File: src/rtl/phys_reg_free_list_pkg.sv
// Shared constants and types for the physical register free list and the
// rename/dispatch blocks that consume its tags.
package phys_reg_free_list_pkg;

    // Superscalar width: tags popped per dispatch, tags returned per commit.
    localparam int SS         = 2;
    // Physical register file size and the architectural subset mapped at reset.
    localparam int PR_ENTRIES = 64;
    localparam int ARCH_REGS  = 32;
    // Free list capacity: every physical register not mapped at reset.
    localparam int FL_DEPTH   = PR_ENTRIES - ARCH_REGS;

    // Derived widths.
    localparam int PR_W       = $clog2(PR_ENTRIES);   // physical register tag
    localparam int IDX_W      = $clog2(FL_DEPTH);     // RAM index
    localparam int PTR_W      = IDX_W + 1;            // pointer incl. wrap bit
    localparam int LANE_CNT_W = $clog2(SS + 1);       // 0..SS accepted lanes

    typedef logic [PR_W-1:0] pr_id_t;

    // Tag held by free list entry k straight out of reset: the PRs just
    // above the architectural range, in ascending order.
    function automatic pr_id_t reset_tag(input int k);
        return pr_id_t'(ARCH_REGS + k);
    endfunction

endpackage

File: src/rtl/phys_reg_free_list_push_compact.sv
// Commit-lane compaction for the free list: decides which return lanes
// carry a recyclable tag and gives each accepted lane its slot offset from
// the tail, so accepted tags land contiguously in lane order.
module free_list_push_compact
    import phys_reg_free_list_pkg::*;
(
    input  logic [SS-1:0]                 push_valid,
    input  logic [SS-1:0][PR_W-1:0]       push_pr,
    output logic [SS-1:0]                 accept,
    output logic [SS-1:0][LANE_CNT_W-1:0] rank,
    output logic [LANE_CNT_W-1:0]         n_push
);

    // Accept lanes with a non-zero tag (PR0 is never recycled) and assign
    // each one the count of accepted lanes below it as its rank.
    always_comb begin
        logic [LANE_CNT_W-1:0] acc;
        acc    = '0;
        accept = '0;
        rank   = '0;
        for (int i = 0; i < SS; i++) begin
            accept[i] = push_valid[i] && (push_pr[i] != '0);
            rank[i]   = acc;
            acc       = acc + LANE_CNT_W'(accept[i]);
        end
        n_push = acc;
    end

endmodule

File: src/rtl/phys_reg_free_list.sv
// Circular free list of physical register tags. Dispatch pops SS fresh
// destination tags at a time; commit returns displaced tags on up to SS
// lanes per cycle. Head/tail carry a wrap bit so full and empty differ.
//
// Interface semantics: fl_empty is the ready for pop. A pop is taken only
// when pop=1 and fl_empty=0 in the same cycle; free_rat_rds holds the SS
// tags that such a pop consumes at the next posedge. push_valid[i] is a
// one-cycle strobe with no back-pressure: a lane is taken when its tag is
// non-zero and the cycle does not overflow; otherwise it is dropped and,
// for overflow, recorded in the sticky overflow_err.
module phys_reg_free_list
    import phys_reg_free_list_pkg::*;
(
    input  logic                     clk,
    input  logic                     rst_n,
    input  logic                     pop,
    output logic [SS-1:0][PR_W-1:0]  free_rat_rds,
    output logic                     fl_empty,
    output logic [PTR_W-1:0]         fl_count,
    input  logic [SS-1:0]            push_valid,
    input  logic [SS-1:0][PR_W-1:0]  push_pr,
    output logic                     underflow_err,
    output logic                     overflow_err
);

    localparam int CALC_W = PTR_W + 1;
    localparam logic [PTR_W-1:0]  SS_P     = PTR_W'(SS);
    localparam logic [PTR_W-1:0]  TAIL_RST = PTR_W'(FL_DEPTH);
    localparam logic [CALC_W-1:0] DEPTH_C  = CALC_W'(FL_DEPTH);

    pr_id_t                       mem [FL_DEPTH];
    logic [PTR_W-1:0]             head;
    logic [PTR_W-1:0]             tail;

    logic [SS-1:0]                accept;
    logic [SS-1:0][LANE_CNT_W-1:0] rank;
    logic [LANE_CNT_W-1:0]        n_push;

    logic                         pop_ok;
    logic [CALC_W-1:0]            next_count;
    logic                         push_overflow;

    free_list_push_compact u_push_compact (
        .push_valid (push_valid),
        .push_pr    (push_pr),
        .accept     (accept),
        .rank       (rank),
        .n_push     (n_push)
    );

    // Occupancy comes straight from the pointers; modular subtraction
    // handles wrap, and the extra pointer bit separates full from empty.
    assign fl_count = tail - head;
    assign fl_empty = (fl_count < SS_P);
    assign pop_ok   = pop && !fl_empty;

    // Post-edge occupancy, computed one bit wider so a push into a full
    // list is seen as exceeding capacity instead of wrapping to zero.
    always_comb begin
        next_count = {1'b0, fl_count};
        if (pop_ok) begin
            next_count = next_count - {1'b0, SS_P};
        end
        next_count    = next_count + CALC_W'(n_push);
        push_overflow = (next_count > DEPTH_C);
    end

    // Present the next SS tags from the head; no bypass of same-cycle
    // pushes, and lanes read the RAM even when the list is short.
    always_comb begin
        for (int i = 0; i < SS; i++) begin
            free_rat_rds[i] = mem[head[IDX_W-1:0] + IDX_W'(i)];
        end
    end

    // Pointer and sticky error state; an overflowing cycle drops every
    // push but still lets a valid pop through.
    always_ff @(posedge clk or negedge rst_n) begin
        if (!rst_n) begin
            head          <= '0;
            tail          <= TAIL_RST;
            underflow_err <= 1'b0;
            overflow_err  <= 1'b0;
        end else begin
            if (pop_ok) begin
                head <= head + SS_P;
            end
            if (pop && fl_empty) begin
                underflow_err <= 1'b1;
            end
            if (push_overflow) begin
                overflow_err <= 1'b1;
            end else begin
                tail <= tail + PTR_W'(n_push);
            end
        end
    end

    // Tag storage: reset reloads the unmapped PRs, commits write accepted
    // tags at tail + rank so they stay contiguous in lane order.
    always_ff @(posedge clk or negedge rst_n) begin
        if (!rst_n) begin
            for (int k = 0; k < FL_DEPTH; k++) begin
                mem[k] <= reset_tag(k);
            end
        end else if (!push_overflow) begin
            for (int i = 0; i < SS; i++) begin
                if (accept[i]) begin
                    mem[tail[IDX_W-1:0] + IDX_W'(rank[i])] <= push_pr[i];
                end
            end
        end
    end

endmodule

File: config.mk
export PLATFORM = sky130hd
export DESIGN_NAME = phys_reg_free_list
export DESIGN_NICKNAME = d
export VERILOG_FILES = /design/src/rtl/phys_reg_free_list_pkg.sv /design/src/rtl/phys_reg_free_list_push_compact.sv /design/src/rtl/phys_reg_free_list.sv
export SDC_FILE = /design/constraint.sdc
export NUM_CORES = 1
export LEC_CHECK = 0
export BUFFER_PORTS_ARGS = -buffer_cell sky130_fd_sc_hd__clkbuf_2
export CORE_MARGIN = 4
export CORE_UTILIZATION = 37
export DETAILED_ROUTE_END_ITERATION = 10
export HOLD_SLACK_MARGIN = 0.03
export PLACE_DENSITY_LB_ADDON = 0.2
export SYNTH_ARGS = -nofsm -noshare
export SYNTH_HDL_FRONTEND = slang
export SYNTH_SLANG_ARGS = --single-unit
File: constraint.sdc
create_clock -name clk -period 9.85 [get_ports clk]
set_input_delay 0 -clock clk [delete_from_list [all_inputs] [get_ports clk]]
set_output_delay 0 -clock clk [all_outputs]
set_load 0.02 [all_outputs]
## Yosys cells after proc, flatten, opt, wreduce, memory -nomap -nowiden

Cells that the tools add are included.

| operators by class | value |
|---|---|
| multiplexer cells | 16 |
| bitwise gates (word level) | 4 |
| equality and inequality tests | 0 |
| div/mod/pow operators | 0 |
| $mul | 0 |
| shift operators | 0 |
| reductions and logical operators | 9 |
| magnitude comparators | 8 |
| add/sub/neg operators | 8 |

Operators by type and width:

| kind | number |
|---|---|
| 192-bit two-way mux | 3 |
| 192-bit bitwise mux | 2 |
| 6-bit binary-select mux with 5-bit select | 2 |
| 6-bit demux with 5-bit select | 2 |
| 6-bit two-way mux | 6 |
| 6-bit >= comparator, second input constant | 4 |
| 5-bit inverter with 6-bit output | 4 |
| 6-bit by 1-bit < comparator with 1-bit output, second input constant | 2 |
| 6-bit nonzero test | 2 |
| 7-bit by 2-bit adder with 7-bit output | 1 |
| 7-bit by 6-bit greater-than comparator with 1-bit output, second input constant | 1 |
| 7-bit two-way mux | 1 |
| 6-bit by 2-bit subtractor with 7-bit output, second input constant | 1 |
| 6-bit by 2-bit adder with 6-bit output | 1 |
| 6-bit by 2-bit adder with 6-bit output, second input constant | 1 |
| 1-bit logical AND | 6 |
| 6-bit by 2-bit < comparator with 1-bit output, second input constant | 1 |
| 6-bit subtractor | 1 |
| 5-bit by 1-bit adder with 5-bit output | 1 |
| 5-bit by 1-bit adder with 5-bit output, second input constant | 1 |
| 1-bit by 1-bit adder with 2-bit output | 1 |
| 1-bit zero test | 1 |

| storage, ports and cells | value |
|---|---|
| memory bits (writable) | 0 |
| latch bits | 0 |
| flip-flop bits (word level) | 206 |
| memories | 0 |
| memory bits (read-only) | 0 |

## Depth between registers and ports, before layout

| depth | value |
|---|---|
| depth in word-level cells | 10 |
| mapped depth | 21 |

## By module

A second synthesis with hierarchy kept.

| unflattened totals | value |
|---|---|
| cells, all modules | 1050 |
| area, all modules | 11851.4 sq um |

Modules (own cells, without submodules):

| module | cells an instance | area an instance (sq um) | times used |
|---|---|---|---|
| phys_reg_free_list | 1040 | 11772.5 | 1 |
| free_list_push_compact | 10 | 78.8 | 1 |

## Least setup slack after synthesis

No wires, ideal clock.

| timing path | value |
|---|---|
| kind | register to register |
| start point | register head[2] |
| end point | register tail[0] |
| buffers on the path | 4 |
| required time | 9725 ps |
| data arrival time | 4564 ps |
| cell stages (with the launch flop) | 21 |
| clock period less this slack | 4688 ps |
| setup slack | 5162 ps |
| cell sequence | dfrtp_1 > clkbuf_1 > clkbuf_1 > clkbuf_1 > inv_1 > ha_1 > nand2b_1 > a21oi_1 > xnor2_2 > inv_2 > o31ai_4 > xnor2_1 > ha_1 > a21oi_1 > a21oi_1 > o31a_1 > o21ai_0 > o21a_1 > a32oi_4 > buf_6 > mux2_2 |

| on the way | value |
|---|---|
| longest elaborated chain between the ends | 7 |
| elaborated cells between the ends (all ways) | 8 |
| those cells by class | add/sub (3); order compare (2); mux (1); reduce/logical (2) |

Ends and longest elaborated chain:

| item | line | source |
|---|---|---|
| from (decl) | phys_reg_free_list.sv:32 | `logic [PTR_W-1:0] head;` |
| from (signal assigned) | phys_reg_free_list.sv:86 | `head <= head + SS_P;` |
| 6-bit subtractor (*) | phys_reg_free_list.sv:53 | `assign fl_count = tail - head;` |
| via fl_count[4] | phys_reg_free_list.sv:19 | `output logic [PTR_W-1:0] fl_count,` |
| 6-bit by 2-bit < comparator with 1-bit output | phys_reg_free_list.sv:54 | `assign fl_empty = (fl_count < SS_P);` |
| 1-bit zero test | phys_reg_free_list.sv:55 | `assign pop_ok = pop && !fl_empty;` |
| 1-bit logical AND | phys_reg_free_list.sv:55 |  |
| 7-bit two-way mux (*) | phys_reg_free_list.sv:61 | `if (pop_ok) begin` |
| 7-bit by 2-bit adder with 7-bit output (*) | phys_reg_free_list.sv:64 | `next_count = next_count + CALC_W'(n_push);` |
| 7-bit by 6-bit greater-than comparator with 1-bit output (*) | phys_reg_free_list.sv:65 | `push_overflow = (next_count > DEPTH_C);` |
| to (signal assigned) | phys_reg_free_list.sv:94 | `tail <= tail + PTR_W'(n_push);` |
| to (decl) | phys_reg_free_list.sv:33 | `logic [PTR_W-1:0] tail;` |

The timed path passes the listed nets; every way through them passes the cells marked *.
A chain may end at the register's enable or synchronous reset.

## Final worst setup path

| timing path | value |
|---|---|
| start point | register head[3] |
| end point | register mem[97] (netlist name) |

| on the way | value |
|---|---|
| longest elaborated chain between the ends | 7 |
| elaborated cells between the ends (all ways) | 8 |
| those cells by class | add/sub (3); order compare (2); mux (1); reduce/logical (2) |

Ends and longest elaborated chain:

| item | line | source |
|---|---|---|
| 6-bit subtractor (*) | phys_reg_free_list.sv:53 |  |
| 6-bit by 2-bit < comparator with 1-bit output | phys_reg_free_list.sv:54 |  |
| 1-bit zero test | phys_reg_free_list.sv:55 |  |
| 1-bit logical AND | phys_reg_free_list.sv:55 |  |
| 7-bit two-way mux (*) | phys_reg_free_list.sv:61 |  |
| 7-bit by 2-bit adder with 7-bit output (*) | phys_reg_free_list.sv:64 |  |
| 7-bit by 6-bit greater-than comparator with 1-bit output (*) | phys_reg_free_list.sv:65 |  |
| to (signal, indexed assignment) | phys_reg_free_list.sv:104 | `mem[k] <= reset_tag(k);` |
| to (signal, indexed assignment) | phys_reg_free_list.sv:109 | `mem[tail[IDX_W-1:0] + IDX_W'(rank[i])] <= push_pr[i];` |
| to (decl) | phys_reg_free_list.sv:31 | `pr_id_t mem [FL_DEPTH];` |

Mark *: on every way between the ends. The rest lies on a longest branch, timed or not.

==> flow_metrics.tcl <==
set metrics [dict create \
    cp_slowest_cell "buf_4" \
    crit_fanout 78 \
    dieArea_um2 38400 \
    drtPass1Iterations 7 \
    synth_top_area_cell "dfstp_2" \
    combinationalPowerShare_pct 60.4 \
    io_buffers 37 \
    min_from "push_pr[11]" \
    antenna_found_initial 0 \
    fmax_mhz 186 \
    globalRoute.totalOverflow 0 \
    die_h_um 196 \
    finalPower_w 0.00655 \
    post-route-period-util_pct 54.6 \
    cts-resized-gates 0 \
    cp_slowest_stage_delay_ns 0.71 \
    synth_commonest_cells "o2bb2ai_1 (179), a21oi_1 (158), nor3_1 (151)" \
    worst_ir_drop_vdd_v 0.000703 \
    p_leak_nw 5.09 \
    diodes 0 \
    m1WireLength_um 19600 \
    routed-via-count 10400 \
    syn_area_um2 13100 \
    drt-initial-drc-count 1107 \
    pin_count 38 \
    end_kind "flip-flop" \
    synth_area_per_cell_um2 10.5 \
    area_growth_syn_to_layout_pct 9.01 \
    rr_worst_depth 18 \
    multi_input_area_um2 7230 \
    die_w_um 196 \
    core_um2 34700 \
    clk_latency_ns 0.54 \
    post-synth-top-count-cell "o2bb2ai_1" \
    synth_nets 1278 \
    fillCellCount 3318 \
    fin_crit_ns 5.37 \
    clk_pin_slew_ns 0.06 \
    clockPowerShare_pct 14.1 \
    hold_class "in2reg" \
    criticalPathCategory "reg2reg" \
    reg2reg_slack_ns 4.48 \
    numCtsBuffers 25 \
    cts_tree "built" \
    fin_setup_tns_ns 0 \
    grt_pass1_wl_um 66400 \
    root_buffer "clkbuf_16" \
    drc 0 \
    rsz0062_at_grt "false" \
    maxSlewHeadroom_pct 25.8 \
    reg2reg_to "mem[97]" \
    swShare_pct 47.4 \
    p_sw_w 0.00311 \
    cts_setup_buffers 0 \
    synth_area_leaders "dfstp_2 (23%), dfrtp_1 (18%), o2bb2ai_1 (12%)" \
    dpl.hpwl_um 27700 \
    crit_path_start "head[3]" \
    cp.depth 18 \
    htree_num_levels 1 \
    start_util_pct 37.7 \
    final_hold_viol_count 0 \
    grtUsageTotal_pct 22.2 \
    cellPowerDensity_nw_per_um2 460 \
    routabilityCongestion 0.853 \
    cts_sinks 205 \
    async_flop_share_pct 100 \
    core.rowCount 68 \
    cp_num_buf_inv 3 \
    tightest_slew_ns 1.11 \
    timing.rr.start "head[3]" \
    setup_violations 0 \
    ff_latch_area_um2 5280 \
    viasPerCell 6.17 \
    layout.nets 1240 \
    worstPathCellList "inv_1 -> ha_1 -> nand2b_1 -> a21oi_2 -> xor2_1 -> inv_2 -> o31ai_4 -> xnor2_1 -> ha_1 -> a21oi_1 -> a21oi_1 -> o31a_1 -> o21ai_0 -> o211ai_2 -> a32oi_4 -> buf_4 -> o21bai_4 -> o2bb2ai_1" \
    drv_slew 0 \
    ys_seq_elements 205 \
    top_layer_used "met4" \
    ant_nets 0 \
    synth_flop_cell "dfstp_2" \
    routed_wl_um 43400 \
    synth.distinct_cells 54 \
    grt_max_degree 154 \
    startpoint_type "flip-flop" \
    synth_edf_count 0 \
    wl_met2_um 18800 \
    ys_seq_area_share_pct 40.3 \
    critPathRequiredTime_ns 10.30 \
    grt_pass1_vias 10100 \
    cp_top_family "compound AO/OA/AOI/OAI gates" \
    worstSetupEndpoint "mem[97]" \
    fin_skew_ns 0.0131 \
    synth_top_cell_area_share_pct 22.7 \
    synthCells 1246 \
    p_int_w 0.00345 \
    post_drt_wl_per_cell_um 25.8 \
    p_seq_share_pct 25.5 \
    drv_cap 0 \
    drive_above_1_share_pct 26.6 \
    yosysWarnings 0 \
    clockBufferDepth 3 \
    cp.arrival_ns 5.82 \
    status "finished clean" \
    wl_met3_um 3230 \
]
==> final cells by class <==
| class | count | area share (%) |
|---|---|---|
| clock buffers | 36 | 5.17 |
| inverters | 13 | 0.342 |
| repair buffers | 52 | 2.27 |
| clock inverters | 9 | 0.509 |
| flip-flops and latches | 205 | 37.0 |
| multi-input cells | 911 | 50.7 |
| well taps | 455 | 3.99 |
==> repair_timing <==
action,CTS,global route
setup endpoints to repair,0,0
hold buffers,2,0
endpoints found under the hold margin,48,0
==> cell families (layout without fill, tap and decap cells) <==
kind of cell    count (synthesis)  after routing  share of synthesized area [%]
xor+xnor                       13             13                          0.928
fa+ha+maj                      15             15                           1.61
simple gates                  366            366                           13.4
compound gates                411            411                           25.4
flops                         205            205                           40.3
buf+inv                       130            110                           4.42
mux                           106            106                           13.9
==> through the flow <==
stage / std cells / instance area [um2] / hold WS (ns) / utilization (%) / setup WS (ns)
final: 1681 / 14300 / 0.0908 / 41.1 / 4.48
after global routing: 1681 / 14300 / 0.109 / 41.1 / 4.05
after CTS: 1681 / 14300 / 0.0665 / 41.1 / 4.49
after detailed placement: 1634 / 13400 / 0.182 / 38.7 / 4.52
after global placement: 1634 / 13400 / 0.186 / 38.7 / 4.60
after floorplan: 1246 / 13100 / -0.296 / - / 5.16
==> cells in the final DEF (no fill, tap or decap), types with 9 or more instances in the layout <==
cell type	Yosys	final
mux4_2	60	60
nand3_1	9	9
o2bb2ai_2	13	13
nand2b_1	14	14
inv_1	11	11
nor3_1	151	151
nor2_1	110	110
dfstp_2	113	113
mux2i_1	44	44
clkbuf_2	0	36
a21oi_1	158	158
o21bai_4	25	25
dfrtp_1	92	90
buf_4	7	12
ha_1	12	12
o2bb2ai_1	179	179
o21ai_0	12	12
clkbuf_16	0	25
nand2_1	50	50
==> how the worst min path moves through the flow <==
stage,end,slack [ns],cells past startpoint
5_1_grt,mem[107],0.11,4
3_5_place_dp,mem[51],0.18,1
4_1_cts,mem[107],0.07,4
6_report,mem[179],0.09,4
3_3_place_gp,mem[63],0.19,1
2_1_floorplan,head[1],-0.30,0
==> power by group through the flow <==
stage	combinational, W	sequential (W)	clock (W)
floorplan	0.00329	0.00151	0
global placement	0.00393	0.00167	0
detailed placement	0.00393	0.00166	0
CTS	0.00394	0.00166	0.000938
global route	0.00419	0.00171	0.000972
finish	0.00396	0.00167	0.000924
==> state kept, by name, summed over array words and instances (netlist names) <==
signal / flops
tail: 6
overflow_err: 1
head: 5
underflow_err: 1
mem: 192
==> layer usage <==
metal | global-route usage, % | vias up
met3 | 3.92 | 87
met5 | 0.639 | -
met2 | 32.6 | 444
li1 | - | 4682
met1 | 33.0 | 5151
met4 | 7.94 | 0
==> worst reg2reg max path, cell delays in order, from the launching register on <==
cell	delay, ns
dfrtp_1	0.41
inv_1	0.70
ha_1	0.41
nand2b_1	0.11
a21oi_2	0.06
xor2_1	0.29
inv_2	0.16
o31ai_4	0.40
xnor2_1	0.21
ha_1	0.28
a21oi_1	0.21
a21oi_1	0.06
o31a_1	0.10
o21ai_0	0.14
o211ai_2	0.17
a32oi_4	0.29
buf_4	0.71
o21bai_4	0.42
o2bb2ai_1	0.15
(Power assumes the default switching activity.)
